<file path="src/rtl/mips_pkg.sv">
// ---------------------------------------------------------------------------
// mips_pkg
//   Shared definitions for the multicycle MIPS controller:
//     - state_t      : FSM state encodings (codes 12..15 are unused)
//     - OP_*         : primary opcode values (instruction bits [31:26])
//     - ALUOP_*      : ALU operation selector handed to the ALU control
//     - SRCB_*/PCSRC_*: mux select encodings for ALUSrcB and PCSource
//     - ctrl_t       : bundle of every datapath control produced per state
//     - opcode_known : true for the opcodes this controller implements
// ---------------------------------------------------------------------------
package mips_pkg;

    typedef enum logic [3:0] {
        S_FETCH    = 4'd0,
        S_DECODE   = 4'd1,
        S_MEMADDR  = 4'd2,
        S_MEMREAD  = 4'd3,
        S_MEMWB    = 4'd4,
        S_MEMWRITE = 4'd5,
        S_EXEC     = 4'd6,
        S_RWB      = 4'd7,
        S_BRANCH   = 4'd8,
        S_JUMP     = 4'd9,
        S_ADDIEX   = 4'd10,
        S_ADDIWB   = 4'd11
    } state_t;

    localparam logic [5:0] OP_RTYPE = 6'h00;
    localparam logic [5:0] OP_LW    = 6'h23;
    localparam logic [5:0] OP_SW    = 6'h2B;
    localparam logic [5:0] OP_BEQ   = 6'h04;
    localparam logic [5:0] OP_J     = 6'h02;
    localparam logic [5:0] OP_ADDI  = 6'h08;

    localparam logic [1:0] ALUOP_ADD   = 2'b00;
    localparam logic [1:0] ALUOP_SUB   = 2'b01;
    localparam logic [1:0] ALUOP_FUNCT = 2'b10;

    // ALU B operand: register B, constant 4, sign-extended immediate,
    // sign-extended immediate shifted left by two (branch offset).
    localparam logic [1:0] SRCB_REG  = 2'b00;
    localparam logic [1:0] SRCB_FOUR = 2'b01;
    localparam logic [1:0] SRCB_IMM  = 2'b10;
    localparam logic [1:0] SRCB_BOFF = 2'b11;

    // PC source: ALU result (PC+4), ALUOut (branch target), jump target.
    localparam logic [1:0] PCSRC_ALU    = 2'b00;
    localparam logic [1:0] PCSRC_ALUOUT = 2'b01;
    localparam logic [1:0] PCSRC_JUMP   = 2'b10;

    typedef struct packed {
        logic       pc_write;
        logic       pc_write_cond;
        logic       i_or_d;
        logic       mem_read;
        logic       mem_write;
        logic       ir_write;
        logic       mem_to_reg;
        logic       reg_write;
        logic       reg_dst;
        logic       alu_src_a;
        logic [1:0] alu_src_b;
        logic [1:0] pc_source;
        logic [1:0] alu_op;
    } ctrl_t;

    function automatic logic opcode_known(input logic [5:0] op);
        return (op == OP_RTYPE) || (op == OP_LW) || (op == OP_SW) ||
               (op == OP_BEQ)   || (op == OP_J)  || (op == OP_ADDI);
    endfunction

endpackage

</file>
<file path="src/rtl/mc_out_decode.sv">
// ---------------------------------------------------------------------------
// mc_out_decode
//   Purely combinational map from controller state to datapath controls.
//   Every control defaults to 0, so any state (including unused codes)
//   only drives what it explicitly lists.
//
//   Ports
//     state     in  [3:0]  current FSM state code
//     mem_ready in  1      memory access completes this cycle; only used to
//                          qualify the FETCH-cycle IRWrite/PCWrite
//     ctrl      out ctrl_t all datapath controls for this cycle
// ---------------------------------------------------------------------------
module mc_out_decode
    import mips_pkg::*;
(
    input  logic [3:0] state,
    input  logic       mem_ready,
    output ctrl_t      ctrl
);

    always_comb begin
        ctrl = '0;
        case (state)
            S_FETCH: begin
                ctrl.mem_read  = 1'b1;
                ctrl.i_or_d    = 1'b0;
                ctrl.alu_src_a = 1'b0;
                ctrl.alu_src_b = SRCB_FOUR;
                ctrl.alu_op    = ALUOP_ADD;
                ctrl.pc_source = PCSRC_ALU;
                // Latch the instruction and bump the PC only on the cycle the
                // read actually returns; while waiting the PC must not move.
                ctrl.ir_write  = mem_ready;
                ctrl.pc_write  = mem_ready;
            end
            S_DECODE: begin
                // Speculatively compute the branch target into ALUOut.
                ctrl.alu_src_a = 1'b0;
                ctrl.alu_src_b = SRCB_BOFF;
                ctrl.alu_op    = ALUOP_ADD;
            end
            S_MEMADDR, S_ADDIEX: begin
                ctrl.alu_src_a = 1'b1;
                ctrl.alu_src_b = SRCB_IMM;
                ctrl.alu_op    = ALUOP_ADD;
            end
            S_MEMREAD: begin
                ctrl.mem_read = 1'b1;
                ctrl.i_or_d   = 1'b1;
            end
            S_MEMWRITE: begin
                ctrl.mem_write = 1'b1;
                ctrl.i_or_d    = 1'b1;
            end
            S_MEMWB: begin
                ctrl.reg_write  = 1'b1;
                ctrl.mem_to_reg = 1'b1;
                ctrl.reg_dst    = 1'b0;
            end
            S_ADDIWB: begin
                ctrl.reg_write  = 1'b1;
                ctrl.mem_to_reg = 1'b0;
                ctrl.reg_dst    = 1'b0;
            end
            S_EXEC: begin
                ctrl.alu_src_a = 1'b1;
                ctrl.alu_src_b = SRCB_REG;
                ctrl.alu_op    = ALUOP_FUNCT;
            end
            S_RWB: begin
                ctrl.reg_write  = 1'b1;
                ctrl.reg_dst    = 1'b1;
                ctrl.mem_to_reg = 1'b0;
            end
            S_BRANCH: begin
                // The datapath ANDs PCWriteCond with the ALU zero flag.
                ctrl.alu_src_a     = 1'b1;
                ctrl.alu_src_b     = SRCB_REG;
                ctrl.alu_op        = ALUOP_SUB;
                ctrl.pc_write_cond = 1'b1;
                ctrl.pc_source     = PCSRC_ALUOUT;
            end
            S_JUMP: begin
                ctrl.pc_write  = 1'b1;
                ctrl.pc_source = PCSRC_JUMP;
            end
            default: begin
                // Unused codes: everything stays at 0.
            end
        endcase
    end

endmodule

</file>
<file path="src/rtl/multicycle_control.sv">
// ---------------------------------------------------------------------------
// multicycle_control
//   Control unit for a classic multicycle MIPS datapath (R-type, lw, sw,
//   beq, j, addi). Holds the FSM state register, the next-state logic and a
//   counter of retired instructions; output decoding is in mc_out_decode.
//
//   Parameters
//     CNT_W       width of the retired-instruction counter
//
//   Ports
//     clk         in   single clock, rising edge
//     rst_n       in   asynchronous active-low reset
//     opcode      in   [5:0] instruction bits [31:26] from the IR
//     zero        in   ALU zero flag (consumed by the datapath, not here)
//     mem_ready   in   memory completes the current access this cycle
//     PCWrite .. ALUSrcA   out  1-bit datapath controls
//     ALUSrcB, PCSource, ALUop  out [1:0] mux selects / ALU operation
//     state       out  [3:0] current FSM state code
//     illegal     out  high during the DECODE cycle of an unknown opcode
//     retired     out  [CNT_W-1:0] count of completed instructions (wraps)
// ---------------------------------------------------------------------------
module multicycle_control
    import mips_pkg::*;
#(
    parameter int CNT_W = 32
) (
    input  logic             clk,
    input  logic             rst_n,
    input  logic [5:0]       opcode,
    input  logic             zero,
    input  logic             mem_ready,
    output logic             PCWrite,
    output logic             PCWriteCond,
    output logic             IorD,
    output logic             MemRead,
    output logic             MemWrite,
    output logic             IRWrite,
    output logic             MemtoReg,
    output logic             RegWrite,
    output logic             RegDst,
    output logic             ALUSrcA,
    output logic [1:0]       ALUSrcB,
    output logic [1:0]       PCSource,
    output logic [1:0]       ALUop,
    output logic [3:0]       state,
    output logic             illegal,
    output logic [CNT_W-1:0] retired
);

    // Kept as a raw 4-bit code rather than state_t so the unused codes
    // 12..15 are representable and recoverable.
    logic [3:0]       state_q, state_d;
    logic [CNT_W-1:0] retired_q, retired_d;
    logic             retire;
    logic             illegal_op;
    ctrl_t            ctrl;

    // The zero flag gates the branch in the datapath; it is only part of
    // this port list so the controller and datapath share one interface.
    logic unused_zero;
    assign unused_zero = zero;

    // -----------------------------------------------------------------------
    // State and counter registers
    // -----------------------------------------------------------------------
    always_ff @(posedge clk or negedge rst_n) begin
        if (!rst_n) begin
            state_q   <= S_FETCH;
            retired_q <= '0;
        end else begin
            state_q   <= state_d;
            retired_q <= retired_d;
        end
    end

    // -----------------------------------------------------------------------
    // Next-state logic. opcode is looked at only in DECODE and MEMADDR; the
    // IR is not rewritten until the next FETCH, so those are the only states
    // that need it.
    // -----------------------------------------------------------------------
    always_comb begin
        state_d    = S_FETCH;
        retire     = 1'b0;
        illegal_op = 1'b0;
        case (state_q)
            S_FETCH: begin
                state_d = mem_ready ? S_DECODE : S_FETCH;
            end
            S_DECODE: begin
                case (opcode)
                    OP_RTYPE:     state_d = S_EXEC;
                    OP_LW, OP_SW: state_d = S_MEMADDR;
                    OP_BEQ:       state_d = S_BRANCH;
                    OP_J:         state_d = S_JUMP;
                    OP_ADDI:      state_d = S_ADDIEX;
                    default: begin
                        state_d    = S_FETCH;
                        illegal_op = 1'b1;
                    end
                endcase
            end
            S_MEMADDR: begin
                // Only lw/sw reach here; anything else means the IR changed
                // underneath us, so drop the instruction without counting it.
                if (opcode == OP_LW) begin
                    state_d = S_MEMREAD;
                end else if (opcode == OP_SW) begin
                    state_d = S_MEMWRITE;
                end else begin
                    state_d = S_FETCH;
                end
            end
            S_MEMREAD: begin
                state_d = mem_ready ? S_MEMWB : S_MEMREAD;
            end
            S_MEMWRITE: begin
                if (mem_ready) begin
                    state_d = S_FETCH;
                    retire  = 1'b1;
                end else begin
                    state_d = S_MEMWRITE;
                end
            end
            S_EXEC:   state_d = S_RWB;
            S_ADDIEX: state_d = S_ADDIWB;
            S_MEMWB, S_RWB, S_BRANCH, S_JUMP, S_ADDIWB: begin
                state_d = S_FETCH;
                retire  = 1'b1;
            end
            default: begin
                // Unused code: recover to FETCH, no retirement.
                state_d = S_FETCH;
            end
        endcase
    end

    // Counter wraps naturally at 2^CNT_W.
    always_comb begin
        retired_d = retired_q;
        if (retire) begin
            retired_d = retired_q + CNT_W'(1);
        end
    end

    // -----------------------------------------------------------------------
    // Output decode
    // -----------------------------------------------------------------------
    mc_out_decode u_out_decode (
        .state     (state_q),
        .mem_ready (mem_ready),
        .ctrl      (ctrl)
    );

    // While reset is held the state already decodes as FETCH, but a ready
    // memory would still raise PCWrite/IRWrite; the write enables are masked
    // directly with rst_n so nothing is committed during reset.
    assign PCWrite     = ctrl.pc_write  & rst_n;
    assign IRWrite     = ctrl.ir_write  & rst_n;
    assign RegWrite    = ctrl.reg_write & rst_n;
    assign MemWrite    = ctrl.mem_write & rst_n;
    assign PCWriteCond = ctrl.pc_write_cond;
    assign IorD        = ctrl.i_or_d;
    assign MemRead     = ctrl.mem_read;
    assign MemtoReg    = ctrl.mem_to_reg;
    assign RegDst      = ctrl.reg_dst;
    assign ALUSrcA     = ctrl.alu_src_a;
    assign ALUSrcB     = ctrl.alu_src_b;
    assign PCSource    = ctrl.pc_source;
    assign ALUop       = ctrl.alu_op;

    assign state   = state_q;
    assign illegal = illegal_op & rst_n;
    assign retired = retired_q;

endmodule

</file>
<file path="config.mk">
export PLATFORM = sky130hd
export DESIGN_NAME = multicycle_control
export DESIGN_NICKNAME = d
export VERILOG_FILES = /design/src/rtl/mips_pkg.sv /design/src/rtl/mc_out_decode.sv /design/src/rtl/multicycle_control.sv
export SDC_FILE = /design/constraint.sdc
export NUM_CORES = 1
export LEC_CHECK = 0
export BUFFER_PORTS_ARGS = -buffer_cell sky130_fd_sc_hd__buf_4
export CAP_MARGIN = 20
export CORE_MARGIN = 10
export CORE_UTILIZATION = 30
export CTS_CLUSTER_DIAMETER = 50
export DETAILED_ROUTE_END_ITERATION = 10
export PLACE_DENSITY_LB_ADDON = 0.2
export REMOVE_ABC_BUFFERS = 1
export SYNTH_ARGS = -nofsm -noshare
export SYNTH_HDL_FRONTEND = slang
export SYNTH_SLANG_ARGS = --single-unit
</file>
<file path="constraint.sdc">
create_clock -name clk -period 2.3 [get_ports clk]
set_input_delay 0.345 -clock clk [delete_from_list [all_inputs] [get_ports clk]]
set_output_delay 0.345 -clock clk [all_outputs]
set_load 0.02 [all_outputs]
</file>
=== Word-level counts from Yosys, hierarchy flattened ===
Cells that the tools add are included.

* Mux-type cells: 21
* Add/subtract/negate cells: 1
* Bitwise operators: 5
* Div/mod/pow operators: 0
* Eq/ne operators: 16
* Order comparisons: 0
* Reductions and logical operators: 9
* $mul: 0
* Shift operators: 0

{| class="wikitable"
|+ Operators by type and width
! cell !! count
|-
| $add 32x1->32 const B || 1
|-
| $pmux 4 s7 || 1
|-
| $pmux 4 s5 || 1
|-
| $eq 4x3->1 const B || 4
|-
| $eq 4x4->1 const B || 4
|-
| $eq 6x6->1 const B || 2
|-
| $mux 3 || 4
|-
| $pmux 3 s4 || 1
|-
| $reduce_or 2->1 || 5
|-
| $mux 1 || 9
|-
| $pmux 3 s3 || 1
|-
| $eq 4x2->1 const B || 2
|-
| $pmux 2 s2 || 2
|-
| $eq 6x2->1 const B || 1
|-
| $eq 6x3->1 const B || 1
|-
| $eq 6x4->1 const B || 1
|-
| $logic_not 6->1 || 1
|-
| $reduce_or 6->1 || 1
|-
| $and 1x1->1 || 5
|-
| $reduce_or 5->1 || 1
|-
| $eq 4x1->1 const B || 1
|-
| $logic_not 4->1 || 1
|-
| $pmux 1 s2 || 2
|}

* Latch bits: 0
* Bits in read-only memories: 0
* Input bits: 10
* RAM bits: 0
* Output and inout bits: 53
* Flip-flop bits (word level): 36
* Memories: 0
* Word-level logic and storage cells: 54

=== Longest topological paths before layout ===
* Word-level depth: 5
* Depth in mapped cells: 7
* Gate-level depth less buffers: 6

=== Hierarchy ===
A second synthesis with hierarchy kept.

* Cell total of the unflattened synthesis: 243
* Area, all modules: 2319.7 sq um

{| class="wikitable"
|+ Modules (own cells, without submodules)
! module !! area an instance (sq um) !! sequential area each (sq um) !! instances !! cells each
|-
| multicycle_control || 2115.8 || 900.9 || 1 || 211
|-
| mc_out_decode || 203.9 || 0.0 || 1 || 32
|}

=== Least setup slack after synthesis ===
OpenSTA, ideal clock, no wires.

* Path type: reg-to-output
* Start: register state_q[2] (netlist: state[2])
* End: output RegWrite
* Required time: 1.955 ns
* Path slack: 0.187 ns
* Data arrival time: 1.768 ns
* Path buffers: 1
* Cell stages (with the launch flop): 5
* Cells stage by stage: dfrtp_1 -> clkbuf_1 -> nand2b_1 -> nor3_1 -> o21a_1

* Cells in the longest elaborated chain, start to end: 3
* Elaborated cells between the ends (all ways): 5
* Classes of those cells: eq/ne: 3; mux: 1; bitwise: 1

{| class="wikitable"
|+ Ends and longest elaborated chain
! item !! RTL line !! text
|-
| start, declared || multicycle_control.sv:52 || <nowiki>logic [3:0] state_q, state_d;</nowiki>
|-
| start signal, assigned || multicycle_control.sv:71 || <nowiki>state_q <= state_d;</nowiki>
|-
| $eq 4x3->1 / $eq 4x4->1 (equally long branches) || mc_out_decode.sv:23 || <nowiki>case (state)</nowiki>
|-
| $pmux 3 s3 * || mc_out_decode.sv:23 ||
|-
| $and 1x1->1 * || multicycle_control.sv:159 || <nowiki>assign RegWrite = ctrl.reg_write & rst_n;</nowiki>
|-
| end, declared || multicycle_control.sv:39 || <nowiki>output logic RegWrite,</nowiki>
|}

Every way passes the cells marked *; elsewhere a longest branch is shown, timed or not.

=== Final worst setup path ===
* Start: register state_q[0] (netlist: state[0])
* End: output PCWrite

* Cells in the longest elaborated chain, start to end: 3
* Elaborated cells between the ends (all ways): 4
* Classes of those cells: eq/ne: 1; mux: 1; bitwise: 1; reduce/logical: 1

{| class="wikitable"
|+ Ends and longest elaborated chain
! item !! RTL line !! text
|-
| $eq 4x4->1 / $logic_not 4->1 (equally long branches) || mc_out_decode.sv:23 ||
|-
| $pmux 1 s2 * || mc_out_decode.sv:23 ||
|-
| $and 1x1->1 * || multicycle_control.sv:157 || <nowiki>assign PCWrite = ctrl.pc_write & rst_n;</nowiki>
|-
| end, declared || multicycle_control.sv:32 || <nowiki>output logic PCWrite,</nowiki>
|}

Marks and branches as above.

==> flow_metrics.env <==
export IMPL_place_inst=343
export IMPL_powerDensity_mw_per_mm2=533.4
export IMPL_r2r_cells=6
export IMPL_gp_congestion=0.8032
export IMPL_status="completed"
export IMPL_path_buf_inv=2
export IMPL_async_reset_ff_share_pct=100.0
export IMPL_vias_per_cell=4.926
export IMPL_grt_max_degree=28
export IMPL_crit_end="PCWrite"
export IMPL_grt_overflow_total=0
export IMPL_portBuffers=61
export IMPL_synth_top_cell_area_share_pct=44.09
export IMPL_cts_buffer_depth=2
export IMPL_worstMarginPinSlew_ns=0.3766
export IMPL_r2r_end="retired[26]"
export IMPL_hold_viol=0
export IMPL_period_minus_slack_ns=1.963
export IMPL_cp_top_family="simple AND/OR/NAND/NOR gates"
export IMPL_reg2reg_from="retired[0]"
export IMPL_holdWs_ns=0.3017
export IMPL_cp_slowest_cell="dfrtp_1"
export IMPL_syn_inst=205
export IMPL_htreeDepth=2
export IMPL_grt_pass1_vias=1798
export IMPL_area_growth_synth_to_final_pct=31.97
export IMPL_drt_wl_total_um=5388
export IMPL_cp_arrival_ns=1.62
export IMPL_dpl_hpwl_um=4094
export IMPL_end_kind="output port"
export IMPL_drive_gt1_share_pct=32.47
export IMPL_drtAntennaViolNets=0
export IMPL_fp_dieW_um=102.5
export IMPL_cap_viol_max_count=0
export IMPL_critPathRequiredTime_ns=1.96
export IMPL_peakVddDrop_uv=376.2
export IMPL_layout_common_cells="67 x buf_4, 36 x dfrtp_1, 22 x xnor2_1"
export IMPL_grt_pass1_wl_um=8949
export IMPL_worst_path_largest_cell_delay_ns=0.39
export IMPL_synth_ff_type="dfrtp_1"
export IMPL_crit_fanout=17
export IMPL_syn_cell_area_mm2=0.002043
export IMPL_synth_edf_count=0
export IMPL_die_area_mm2=0.01051
export IMPL_ys_warn_count=0
export IMPL_critPathLaunch="state[0]"
export IMPL_critPathLaunchType="flop"
export IMPL_vias=1729
export IMPL_rows=30
export IMPL_p_leak_nw=1.282
export IMPL_cts_hold_buf=1
export IMPL_synth_seq_cells=36
export IMPL_clkSlewWorstSetupHoldPaths_ns=0.07
export IMPL_tritoncts="built"
export IMPL_initialDrtViolationCount=48
export IMPL_tns_ns=0
export IMPL_avgSynthCellArea_um2=9.967
export IMPL_final_common_cell="buf_4"
export IMPL_yosys_cell_types_count=48
export IMPL_clock_sinks=36
export IMPL_maxSlewHeadroom_pct=74.90
export IMPL_rsz0062_at_grt="false"
export IMPL_clock_skew_ns=0.002261
export IMPL_io_pins=63
export IMPL_crit_chain="buf_4 -> nor2b_1 -> mux2i_1 -> nor4b_1 -> buf_4"
export IMPL_antenna_found_initial=0
export IMPL_cts_buffers=5
export IMPL_grt_usage_pct=10.71
export IMPL_n_antenna_cell=0
export IMPL_drtPass1Iterations=4
export IMPL_worstSetupPathType="reg -> out"
export IMPL_post_cts_setup_buffer_count=0
export IMPL_timing_final_crit_share_pct=85.35
export IMPL_instances_no_fill=351
export IMPL_drcViolationCount=0
export IMPL_rrSetupSlack_ns=0.54
export IMPL_synthTopCellsByArea="dfrtp_1 44%, xnor2_1 9.4%, xor2_1 4.7%"
export IMPL_wl_per_cell_um=15.35
export IMPL_hold_class="in -> reg"
export IMPL_root_buffer="clkbuf_8"
export IMPL_setup_viol=0
export IMPL_critical_path_depth=5
export IMPL_fmax_ghz=0.5094
export IMPL_fin_nets=282
export IMPL_synth_top_cell_by_area="dfrtp_1"
export IMPL_report_final_slew_viol_count=0
export IMPL_die_h_um=102.5
export IMPL_initial_core_util_pct=30.41
export IMPL_timing_final_ws_setup_ns=0.3369
export IMPL_cts_resized_gates=0
export IMPL_cpMostUsedCell="buf_4"
export IMPL_pre_cts_ws_ns=0.5359
export IMPL_core_mm2=0.006719
export IMPL_clk_latency_ns=0.28
export IMPL_yosysSeqAreaShare_pct=44.09
export IMPL_min_delay_start="opcode[2]"
-- per-layer routing --
metal  routed length, um  track usage, %  share of wire [%]  vias up
li1                    -               -                  -      847
met1                2389           13.38                 44      832
met2                2446           16.54                 45       45
met3                 458           3.686                8.5        5
met4                  93           4.230                1.7        0
met5                   0               0                  0        -
-- kinds of logic (layout without fill, tap and decap cells) --
logic type / Yosys count / count (layout) / share of synthesized area, %
multiplexers: 2 / 2 / 1.041
XOR/XNOR: 33 / 33 / 14.15
AO/OA/AOI/OAI: 17 / 17 / 6.124
AND/OR/NAND/NOR: 103 / 103 / 30.50
flip-flops: 36 / 36 / 44.09
adder cells (fa/ha/maj): 1 / 1 / 0.6123
buffers and inverters: 13 / 79 / 3.490
-- cell usage after synthesis (all sizes together), types with 2 or more instances --
cell / instances
nor2b: 4
and4: 4
xnor2: 22
and3: 4
clkbuf: 4
o21a: 2
nor4: 6
nand2: 19
nand4: 9
buf: 5
nor3: 9
nand2b: 10
nor4b: 2
o21ai: 2
nor2: 19
and2b: 2
xor2: 11
a21oi: 5
nand3: 10
inv: 4
dfrtp: 36
-- metrics by stage --
| stage | cell area (um2) | utilization [%] | power (mW) |
|---|---|---|---|
| detailed placement | 2590 | 38.55 | 0.9655 |
| CTS | 2696 | 40.13 | 1.468 |
| global placement | 2590 | 38.55 | 0.9615 |
| floorplan | 1987 | - | 0.8363 |
| global route | 2696 | 40.13 | 1.526 |
| finish | 2696 | 40.13 | 1.438 |
-- area by class of cell --
type / instances / area (um2)
tap: 80 / 100.1
clock buffer: 7 / 96.34
multi-input combinational: 156 / 1071
sequential: 36 / 900.9
timing repair buffer: 68 / 513.0
fill: 698 / 4023
inverter: 4 / 15.01
-- registers in the layout (all words and copies together) (netlist names) --
signal   cells
retired     32
state        4
-- report_power, final --
| group | switching (mW) | internal (mW) |
|---|---|---|
| logic | 0.141 | 0.109 |
| registers | 0.0406 | 0.662 |
| clock network | 0.220 | 0.267 |
| total | 0.401 | 1.04 |
-- worst min path at each step --
stage	endpoint	slack (ns)	cells past startpoint
after floorplan	retired[0]	0.05	0
after global placement	retired[24]	0.20	1
after detailed placement	retired[25]	0.21	1
after CTS	state[1]	0.29	2
after global routing	state[1]	0.31	2
final	state[1]	0.30	2
No activity file was read; power rests on OpenSTA's default activity.
